**src/rtl/sqrt_flow_ctrl_if.sv**
```systemverilog
// Handshake bundle around the sqrt flow-control shell: request side, core side and result side.
// The slave view belongs to the shell; the master view is whatever surrounds it.
interface sqrt_flow_ctrl_if #(
    parameter int WIDTH = 16
);
    logic             s_valid;
    logic             s_ready;
    logic [WIDTH-1:0] s_data;
    logic [WIDTH-1:0] core_N;
    logic             core_in_valid;
    logic [WIDTH-1:0] core_sqrt;
    logic             core_out_valid;
    logic             m_valid;
    logic             m_ready;
    logic [WIDTH-1:0] m_data;

    modport slave (
        input  s_valid, s_data, core_sqrt, core_out_valid, m_ready,
        output s_ready, core_N, core_in_valid, m_valid, m_data
    );

    modport master (
        output s_valid, s_data, core_sqrt, core_out_valid, m_ready,
        input  s_ready, core_N, core_in_valid, m_valid, m_data
    );
endinterface

```
**src/rtl/sqrt_flow_ctrl.sv**
```systemverilog
// Credit-based flow control around a fixed-latency sqrt core that has no backpressure.
// Results land in a first-word-fall-through FIFO; a post-reset window discards stale core output.
module sqrt_flow_ctrl #(
    parameter int WIDTH    = 16,
    parameter int DEPTH    = 8,
    parameter int CORE_LAT = 17
) (
    input  logic            clk,
    input  logic            rst,
    sqrt_flow_ctrl_if.slave bus,
    output logic            err
);
    localparam int PW = $clog2(DEPTH);
    localparam int CW = PW + 1;
    localparam int DW = $clog2(CORE_LAT + 1);
    localparam logic [CW-1:0] DEPTH_C = CW'(DEPTH);
    localparam logic [CW-1:0] CNT_ONE = CW'(1);
    localparam logic [PW-1:0] PTR_ONE = PW'(1);
    localparam logic [DW-1:0] LAT_C   = DW'(CORE_LAT);
    localparam logic [DW-1:0] DRN_ONE = DW'(1);

    typedef enum logic {S_DRAIN, S_RUN} state_t;

    state_t           r_state, w_state_nxt;
    logic [DW-1:0]    r_drain_cnt, w_drain_nxt;
    logic [CW-1:0]    r_in_flight;
    logic [CW-1:0]    r_count;
    logic [PW-1:0]    r_wr_ptr;
    logic [PW-1:0]    r_rd_ptr;
    logic [WIDTH-1:0] r_mem [DEPTH];
    logic             r_err;

    logic             w_run;
    logic [CW:0]      w_committed;
    logic             w_s_ready;
    logic             w_accept;
    logic             w_pop;
    logic             w_full;
    logic             w_underflow;
    logic             w_overflow;
    logic             w_retire;
    logic             w_push;

    always_ff @(posedge clk or posedge rst) begin
        if (rst) begin
            r_state     <= S_DRAIN;
            r_drain_cnt <= LAT_C;
        end else begin
            r_state     <= w_state_nxt;
            r_drain_cnt <= w_drain_nxt;
        end
    end

    always_comb begin
        w_state_nxt = r_state;
        w_drain_nxt = r_drain_cnt;
        case (r_state)
            S_DRAIN: begin
                if (r_drain_cnt == '0) w_state_nxt = S_RUN;
                else                   w_drain_nxt = r_drain_cnt - DRN_ONE;
            end
            S_RUN: ;
        endcase
    end

    // Credit covers both buffered results and those still inside the core; a pop frees credit only next cycle.
    assign w_run       = (r_state == S_RUN);
    assign w_committed = {1'b0, r_in_flight} + {1'b0, r_count};
    assign w_s_ready   = w_run && (w_committed < {1'b0, DEPTH_C});
    assign w_accept    = bus.s_valid && w_s_ready;
    assign w_pop       = (r_count != '0) && bus.m_ready;
    assign w_full      = (r_count == DEPTH_C);
    assign w_underflow = w_run && bus.core_out_valid && (r_in_flight == '0);
    assign w_overflow  = w_run && bus.core_out_valid && w_full && !w_pop;
    assign w_retire    = w_run && bus.core_out_valid && !w_underflow;
    assign w_push      = w_retire && !w_overflow;

    assign bus.s_ready       = w_s_ready;
    assign bus.core_in_valid = w_accept;
    assign bus.core_N        = bus.s_data;
    assign bus.m_valid       = (r_count != '0);
    assign bus.m_data        = r_mem[r_rd_ptr];
    assign err               = r_err;

    always_ff @(posedge clk or posedge rst) begin
        if (rst) begin
            r_in_flight <= '0;
            r_count     <= '0;
            r_wr_ptr    <= '0;
            r_rd_ptr    <= '0;
            r_err       <= 1'b0;
        end else begin
            if (w_accept && !w_retire)      r_in_flight <= r_in_flight + CNT_ONE;
            else if (!w_accept && w_retire) r_in_flight <= r_in_flight - CNT_ONE;

            if (w_push && !w_pop)      r_count <= r_count + CNT_ONE;
            else if (!w_push && w_pop) r_count <= r_count - CNT_ONE;

            if (w_push) r_wr_ptr <= r_wr_ptr + PTR_ONE;
            if (w_pop)  r_rd_ptr <= r_rd_ptr + PTR_ONE;

            if (w_underflow || w_overflow) r_err <= 1'b1;
        end
    end

    // Storage carries no reset; occupancy is tracked by r_count alone.
    always_ff @(posedge clk) begin
        if (w_push) r_mem[r_wr_ptr] <= bus.core_sqrt;
    end
endmodule

```
**src/flat_wrapper.sv**
```systemverilog
// flat-port wrapper written by rule: the top's interface ports become plain ports
module sqrt_flow_ctrl_flat 
#(
    parameter int WIDTH    = 16,
    parameter int DEPTH    = 8,
    parameter int CORE_LAT = 17
)
  (clk, rst, err, bus_s_valid, bus_s_data, bus_core_sqrt, bus_core_out_valid, bus_m_ready, bus_s_ready, bus_core_N, bus_core_in_valid, bus_m_valid, bus_m_data);
  sqrt_flow_ctrl_if #(.WIDTH(WIDTH)) bus_i ();
  input  logic clk;
  input  logic rst;
  output logic err;
  input wire logic [$bits(bus_i.s_valid)-1:0] bus_s_valid;
  input wire logic [$bits(bus_i.s_data)-1:0] bus_s_data;
  input wire logic [$bits(bus_i.core_sqrt)-1:0] bus_core_sqrt;
  input wire logic [$bits(bus_i.core_out_valid)-1:0] bus_core_out_valid;
  input wire logic [$bits(bus_i.m_ready)-1:0] bus_m_ready;
  output wire logic [$bits(bus_i.s_ready)-1:0] bus_s_ready;
  output wire logic [$bits(bus_i.core_N)-1:0] bus_core_N;
  output wire logic [$bits(bus_i.core_in_valid)-1:0] bus_core_in_valid;
  output wire logic [$bits(bus_i.m_valid)-1:0] bus_m_valid;
  output wire logic [$bits(bus_i.m_data)-1:0] bus_m_data;
  assign bus_i.s_valid = bus_s_valid;
  assign bus_i.s_data = bus_s_data;
  assign bus_i.core_sqrt = bus_core_sqrt;
  assign bus_i.core_out_valid = bus_core_out_valid;
  assign bus_i.m_ready = bus_m_ready;
  assign bus_s_ready = bus_i.s_ready;
  assign bus_core_N = bus_i.core_N;
  assign bus_core_in_valid = bus_i.core_in_valid;
  assign bus_m_valid = bus_i.m_valid;
  assign bus_m_data = bus_i.m_data;
  sqrt_flow_ctrl #(.WIDTH(WIDTH), .DEPTH(DEPTH), .CORE_LAT(CORE_LAT)) u_core (.clk(clk), .rst(rst), .bus(bus_i), .err(err));
endmodule
```
**config.mk**
```make
export PLATFORM = sky130hd
export DESIGN_NAME = sqrt_flow_ctrl_flat
export DESIGN_NICKNAME = d
export VERILOG_FILES = /design/src/rtl/sqrt_flow_ctrl_if.sv /design/src/rtl/sqrt_flow_ctrl.sv /design/src/flat_wrapper.sv
export SDC_FILE = /design/constraint.sdc
export NUM_CORES = 1
export LEC_CHECK = 0
export BUFFER_PORTS_ARGS = -buffer_cell sky130_fd_sc_hd__buf_2
export CAP_MARGIN = 20
export CORE_AREA = 2 2 122 124
export DETAILED_ROUTE_END_ITERATION = 12
export DIE_AREA = 0 0 124 126
export PLACE_DENSITY = 0.66
export SETUP_SLACK_MARGIN = 0.5
export SLEW_MARGIN = 5
export SYNTH_ARGS = -nofsm -noshare
export SYNTH_HDL_FRONTEND = slang
export SYNTH_SLANG_ARGS = --single-unit
```
**constraint.sdc**
```tcl
create_clock -name clk -period 2.8 [get_ports clk]
set_input_delay 0.56 -clock clk [delete_from_list [all_inputs] [get_ports clk]]
set_output_delay 0.56 -clock clk [all_outputs]
set_load 0.03 [all_outputs]
```
==> results.txt, run 1 <==
final setup fails: 0
skew final: 0.00798 ns
number of flops mapped to enable cells by yosys: 128
clock latency on the worst-skew pair: 0.42 ns
Post-CTS Hold Buffers: 0
crit path time final: 2.67 ns
crit path DAT: 2.95 ns
Final WS setup: 0.134 ns
Placed Instance Area: 0.00679 mm^2
Ys Warns: 0
Longest Clk Path Bufs: 2
die height: 126 um
total core area: 0.0143 mm^2
global-route wire length before repair: 18400 um
CP startpoint kind: flip-flop
Post-synth ARST share: 0.141
DR WL met2: 6090 um
drt drc: 0
CP Max Fanout: 5
cell taking the most area after synthesis: edfxtp_1
Antenna Nets Post-Route: 0
Worst EP required: 3.09 ns
vias in the first global route: 3316
GRT overflow: 0
Worst R2R Path Depth: 10
Num CTS Buffers: 17
Setup crit end kind: flip-flop
Worst R2R End: u_core.r_in_flight[3]
P per Cell Area: 1210 mW/mm^2
Die ar.: 0.0156 mm^2
leakage power: 2.80 nW
Post-DP HPWL: 6750 um
CTS Sinks: 149
Mapped Nets: 378
final instance area: 0.00787 mm^2
Max-Slew Margin vs Limit: 0.465
top layer used by detailed routing: met4
syn avg cell area: 19.3 um^2
initial core utilization: 0.440
Final Hold Fails: 0
top cell type's share of synthesized area: 0.610
highest-count cells in the layout ignoring fill and taps: 128 x edfxtp_1, 32 x mux4_2, 29 x buf_4
Tightest Pin Transition: 0.802 ns
Synth Flop Type: edfxtp_1
GP Congestion: 0.761
DRT met1 WL: 4920 um
Nets: 445
post-synthesis sequential area ratio: 0.694
R2R setup slack: 0.13 ns
share of cells above drive strength 1: 0.469
Overall Power: 9.51 mW
via count: 3137
Area contributors post-synth: edfxtp_1 61%, mux4_2 11%, dfrtp_1 7.5%, mux2_2 3.2%, ha_1 2.6%
Clock transition at path regs: 0.06 ns
period utilization: 0.952
count of cell types in the netlist: 47
status: finished clean
Antenna diodes: 0
register bit count reported by yosys: 149
RSZ-0062 raised after global routing: yes
Synth-to-Final Area Change: 24.9%
Gate Count Post-Synth: 326
Fillers: 1095
mean number of vias per cell: 5.33
initial antenna violation count: 1
Crit. Startpoint: u_core.r_count[3]
I/O Buffers: 40
DR pass1 iterations: 4
CTS root buf: clkbuf_16
cell row count: 44
wire length on met3: 514 um
critical path class: reg2reg
Hold Crit Class: in2async
dpl ws: 0.0720 ns
Max VDD drop: 804 uV
pin count of the biggest net entering global routing: 33
commonest non-fill, non-tap cell in the layout: edfxtp_1
H-tree Lvls: 4
Chip Width: 124 um
area of the mapped netlist: 0.00630 mm^2
Max-Cap Viols: 0
Initial DRC Count: 271
reg2reg start: u_core.r_count[3]
CTS tree: yes
io pins: 73
final wirelength: 11800 um
max frequency: 0.375 GHz
drt wl/cell: 20.0 um
crit path capture: u_core.r_in_flight[3]
Tot GR Track Use: 0.164
max-slew violations: 0
==> power by group <==
group / leakage, nW / switching (mW) / total (mW) / internal [mW]
Sequential: 1.40 / 0.241 / 3.07 / 2.83
Clock: 0.295 / 0.811 / 2.38 / 1.56
Combinational: 1.10 / 1.91 / 4.07 / 2.16
==> flip-flops by register name, indices dropped and copies added (netlist names) <==
register            cells
u_core.r_drain_cnt      5
u_core.r_state          1
u_core.r_mem          128
u_core.r_wr_ptr         3
u_core.r_in_flight      4
u_core.r_count          4
u_core.r_rd_ptr         3
u_core.err              1
==> worst min path at each step <==
stage,startpoint,endpoint,slack (ns),cells past startpoint
global placement,u_core.err,u_core.err,0.45,1
global route,rst,u_core.r_in_flight[3],0.38,2
CTS,rst,u_core.r_count[1],0.32,2
floorplan,u_core.r_drain_cnt[3],u_core.r_drain_cnt[3],0.47,1
finish,rst,u_core.r_count[1],0.28,2
detailed placement,u_core.err,u_core.err,0.45,1
==> cell usage after synthesis, drive strengths merged (2+ instances only) <==
cell / count
ha: 13
edfxtp: 128
a21o: 2
inv: 6
nor3b: 4
dfrtp: 19
nor2: 2
buf: 24
fa: 2
a21oi: 4
nor4bb: 2
nand3b: 4
xor2: 5
or4: 4
or3: 6
mux2: 20
nand2: 5
xnor2: 7
o21ai: 3
mux4: 32
and2: 2
nor4b: 2
nand3: 5
mux2i: 3
dfstp: 2
clkbuf: 5
nor3: 4
==> kinds of logic (layout without fill, tap and decap cells) <==
logic type,after synthesis,in the layout,share of synthesized area
fa+ha+maj,15,15,0.0322
buf+inv,35,114,0.0347
simple gates,43,43,0.0459
flops,149,149,0.694
mux,55,55,0.155
compound gates,17,17,0.0212
xor+xnor,12,12,0.0167
==> through the flow <==
step | TNS [ns] | cells | util | hold slack [ns]
2_1_floorplan | -0.0580 | 326 | - | 0.475
3_3_place_gp | 0 | 537 | 0.474 | 0.447
3_5_place_dp | 0 | 537 | 0.474 | 0.446
4_1_cts | 0 | 580 | 0.540 | 0.317
5_1_grt | 0 | 589 | 0.550 | 0.376
6_report | 0 | 589 | 0.550 | 0.284
==> area by class of cell <==
type / instances / area (um^2) / area share
inverter: 6 / 27.5 / 0.00350
sequential: 149 / 4380 / 0.556
clock buffer: 20 / 437 / 0.0555
multi-input combinational: 142 / 1910 / 0.243
clock inverter: 11 / 183 / 0.0232
tap: 184 / 230 / 0.0292
timing repair buffer: 77 / 704 / 0.0895
==> critical path: stages, from the launching register on <==
cell      delay (ns)
dfrtp_2         0.44
ha_4            0.24
or4b_4          0.49
a21oi_4         0.13
and2_4          0.17
ha_4            0.14
inv_4           0.05
ha_4            0.23
or4_4           0.42
nand3_2         0.10
o221ai_1        0.12
==> what timing repair did <==
item                       CTS  global route
gates cloned                 3             0
setup buffers                9             9
pin swaps                    2             8
setup endpoints to repair   24            23
hold endpoints to repair     0             0
gates resized for setup     49            18
==> routing by layer <==
layer | track usage | vias up
li1 | - | 1431
met1 | 0.207 | 1610
met2 | 0.264 | 71
met3 | 0.0439 | 25
met4 | 0.0753 | 0
met5 | 0 | -
(Power assumes the default switching activity.)
==> inputs of run 2 (changes only) <==
--- a/config.mk
+++ b/config.mk
@@ -10,7 +10,8 @@
 export CORE_AREA = 2 2 122 124
 export DETAILED_ROUTE_END_ITERATION = 12
 export DIE_AREA = 0 0 124 126
-export PLACE_DENSITY = 0.66
+export HOLD_SLACK_MARGIN = 0.06
+export PLACE_DENSITY = 0.63
 export SETUP_SLACK_MARGIN = 0.5
 export SLEW_MARGIN = 5
 export SYNTH_ARGS = -nofsm -noshare
==> run 2 against run 1 <==
Compared with the run above:
- count of clock-buffer cells in the layout decreased by 1
- register-to-register slack about the same
- first-iteration DRC count decreased by 26%
- design area increased by 0.49%
- total power decreased by 0.77%
- via count increased by 3.6%
- sequential share of layout area decreased by 0.26 points
- largest cell class unchanged
==> results.txt, run 2 (synthesized netlist as in run 1, its figures left out) <==
leakage power: 2.84 nW (+1.6%)
initial core utilization: 0.440 (unchanged)
via count: 3249 (+3.6%)
die height: 126 um (unchanged)
Chip Width: 124 um (unchanged)
GRT overflow: 0 (unchanged)
CP startpoint kind: flip-flop
critical path class: reg2reg
Post-Layout Cell Count: 596 (+1.2%)
Antenna Nets Post-Route: 0 (unchanged)
Hold Crit Class: in2async
Reg with most FFs: u_core.r_mem
Setup crit end kind: flip-flop
io pins: 73 (unchanged)
Synth-to-Final Area Change: 25.5%
P per Cell Area: 1190 mW/mm^2 (-1.3%)
mean number of vias per cell: 5.45 (+2.4%)
Max VDD drop: 799 uV (-0.66%)
max frequency: 0.377 GHz (+0.39%)
CTS Sinks: 149 (unchanged)
DR pass1 iterations: 6 (+2)
Antenna diodes: 0 (unchanged)
Num CTS Buffers: 17 (unchanged)
Finished Core Util: 0.553 (+0.00271)
drt wl/cell: 20.6 um (+3.2%)
hold slack: 0.322 ns (+0.0380 ns)
RSZ-0062 raised after global routing: yes
I/O Buffers: 40 (unchanged)
Nets: 452 (+1.6%)
final instance area: 0.00791 mm^2 (+0.49%)
Post-DP HPWL: 6950 um (+3.0%)
clock latency on the worst-skew pair: 0.41 ns (about the same)
share of cells above drive strength 1: 0.488 (+0.0187)
period utilization: 0.948 (-0.00374)
initial antenna violation count: 0 (-1)
vias in the first global route: 3475 (+4.8%)
Top Registers: u_core.r_mem (128), u_core.r_drain_cnt (5)
crit path time final: 2.66 ns (-0.0105 ns)
final setup fails: 0 (unchanged)
total core area: 0.0143 mm^2 (unchanged)
drt drc: 0 (unchanged)
GP Congestion: 0.770 (+1.3%)
Max-Slew Margin vs Limit: 0.427 (-0.0377)
highest-count cells in the layout ignoring fill and taps: 128 x edfxtp_1, 32 x mux4_2, 32 x buf_4
Post-CTS Hold Buffers: 0 (unchanged)
Tot GR Track Use: 0.171 (+0.00690)
placed cells: 541 (+0.74%)
crit path DAT: 2.95 ns (about the same)
Tightest Pin Transition: 0.858 ns (+0.0565 ns)
skew final: 0.00860 ns (+0.000620 ns)
CTS root buf: clkbuf_16
Max-Cap Viols: 0 (unchanged)
pin count of the biggest net entering global routing: 33 (unchanged)
Placed Instance Area: 0.00684 mm^2 (+0.81%)
Worst EP required: 3.09 ns (about the same)
Longest Clk Path Bufs: 2 (unchanged)
Clock transition at path regs: 0.06 ns (about the same)
Final Hold Fails: 0 (unchanged)
status: finished clean
H-tree Lvls: 4 (unchanged)
final wirelength: 12300 um (+4.4%)
Die ar.: 0.0156 mm^2 (unchanged)
global-route wire length before repair: 19200 um (+4.2%)
CTS tree: yes
CP Max Fanout: 4 (-1)
max reg flops: 128 (unchanged)
max-slew violations: 0 (unchanged)
cell row count: 44 (unchanged)
commonest non-fill, non-tap cell in the layout: edfxtp_1
Overall Power: 9.44 mW (-0.77%)
Initial DRC Count: 200 (-26%)
## run 2: cell types whose count changed in the layout (fill, tap and decap cells not counted), sizes merged
cell and delta:
buf +7, clkbuf -1, clkinv +5, bufinv -4
## run 2: power by group
part | internal (mW) | leakage, nW | switching (mW) | total [mW]
logic | 2.34 | 1.19 | 1.99 | 4.34
registers | 2.83 | 1.40 | 0.259 | 3.08
clock network | 1.20 | 0.255 | 0.822 | 2.02
total | 6.37 | 2.84 | 3.07 | 9.44
## run 2: final cells by class
type	count	area (um^2)
fillers	1119	6400
clock buffers	19	433
multi-input cells	142	1970
repair buffers	84	787
flip-flops and latches	149	4380
well taps	184	230
inverters	6	27.5
clock inverters	12	90.1
## run 2: path summary, 6_finish.rpt
path,start,end,slack [ns],depth (start not counted)
min,rst,u_core.r_in_flight[0],0.32,2
min reg2reg,u_core.err,u_core.err,0.47,1
max,u_core.r_count[3],u_core.r_in_flight[3],0.14,10
max reg2reg,u_core.r_count[3],u_core.r_in_flight[3],0.14,10
min in group clk,bus_core_sqrt[13],u_core.r_mem[3][13],0.42,1
max in group asynchronous,rst,u_core.r_rd_ptr[0],1.89,2
## run 2: timing repair
item	in CTS	in global routing
pin swaps	9	9
resized for setup	72	14
cloned	3	0
buffers inserted	17	4
setup endpoints to repair	24	25
## run 2: metrics by stage
step                      TNS (ns)  setup slack, ns
after floorplan            -0.0580          -0.0580
after global placement           0            0.142
after detailed placement         0           0.0260
after CTS                        0            0.159
after global routing             0           0.0848
final                            0            0.144
## run 2: critical path: stages (launching register included)
cell and delay, ns:
dfrtp_2 0.44, ha_4 0.24, or4b_4 0.49, a21oi_4 0.13, and2_4 0.18, ha_4 0.15, inv_4 0.04, ha_1 0.27
a21o_2 0.25, mux2i_2 0.22, o221ai_2 0.12
## run 2: routing by layer
layer	part of all wire	global-route usage
met5	0	0
met4	0.011	0.0509
met3	0.040	0.0507
met2	0.53	0.288
met1	0.42	0.213
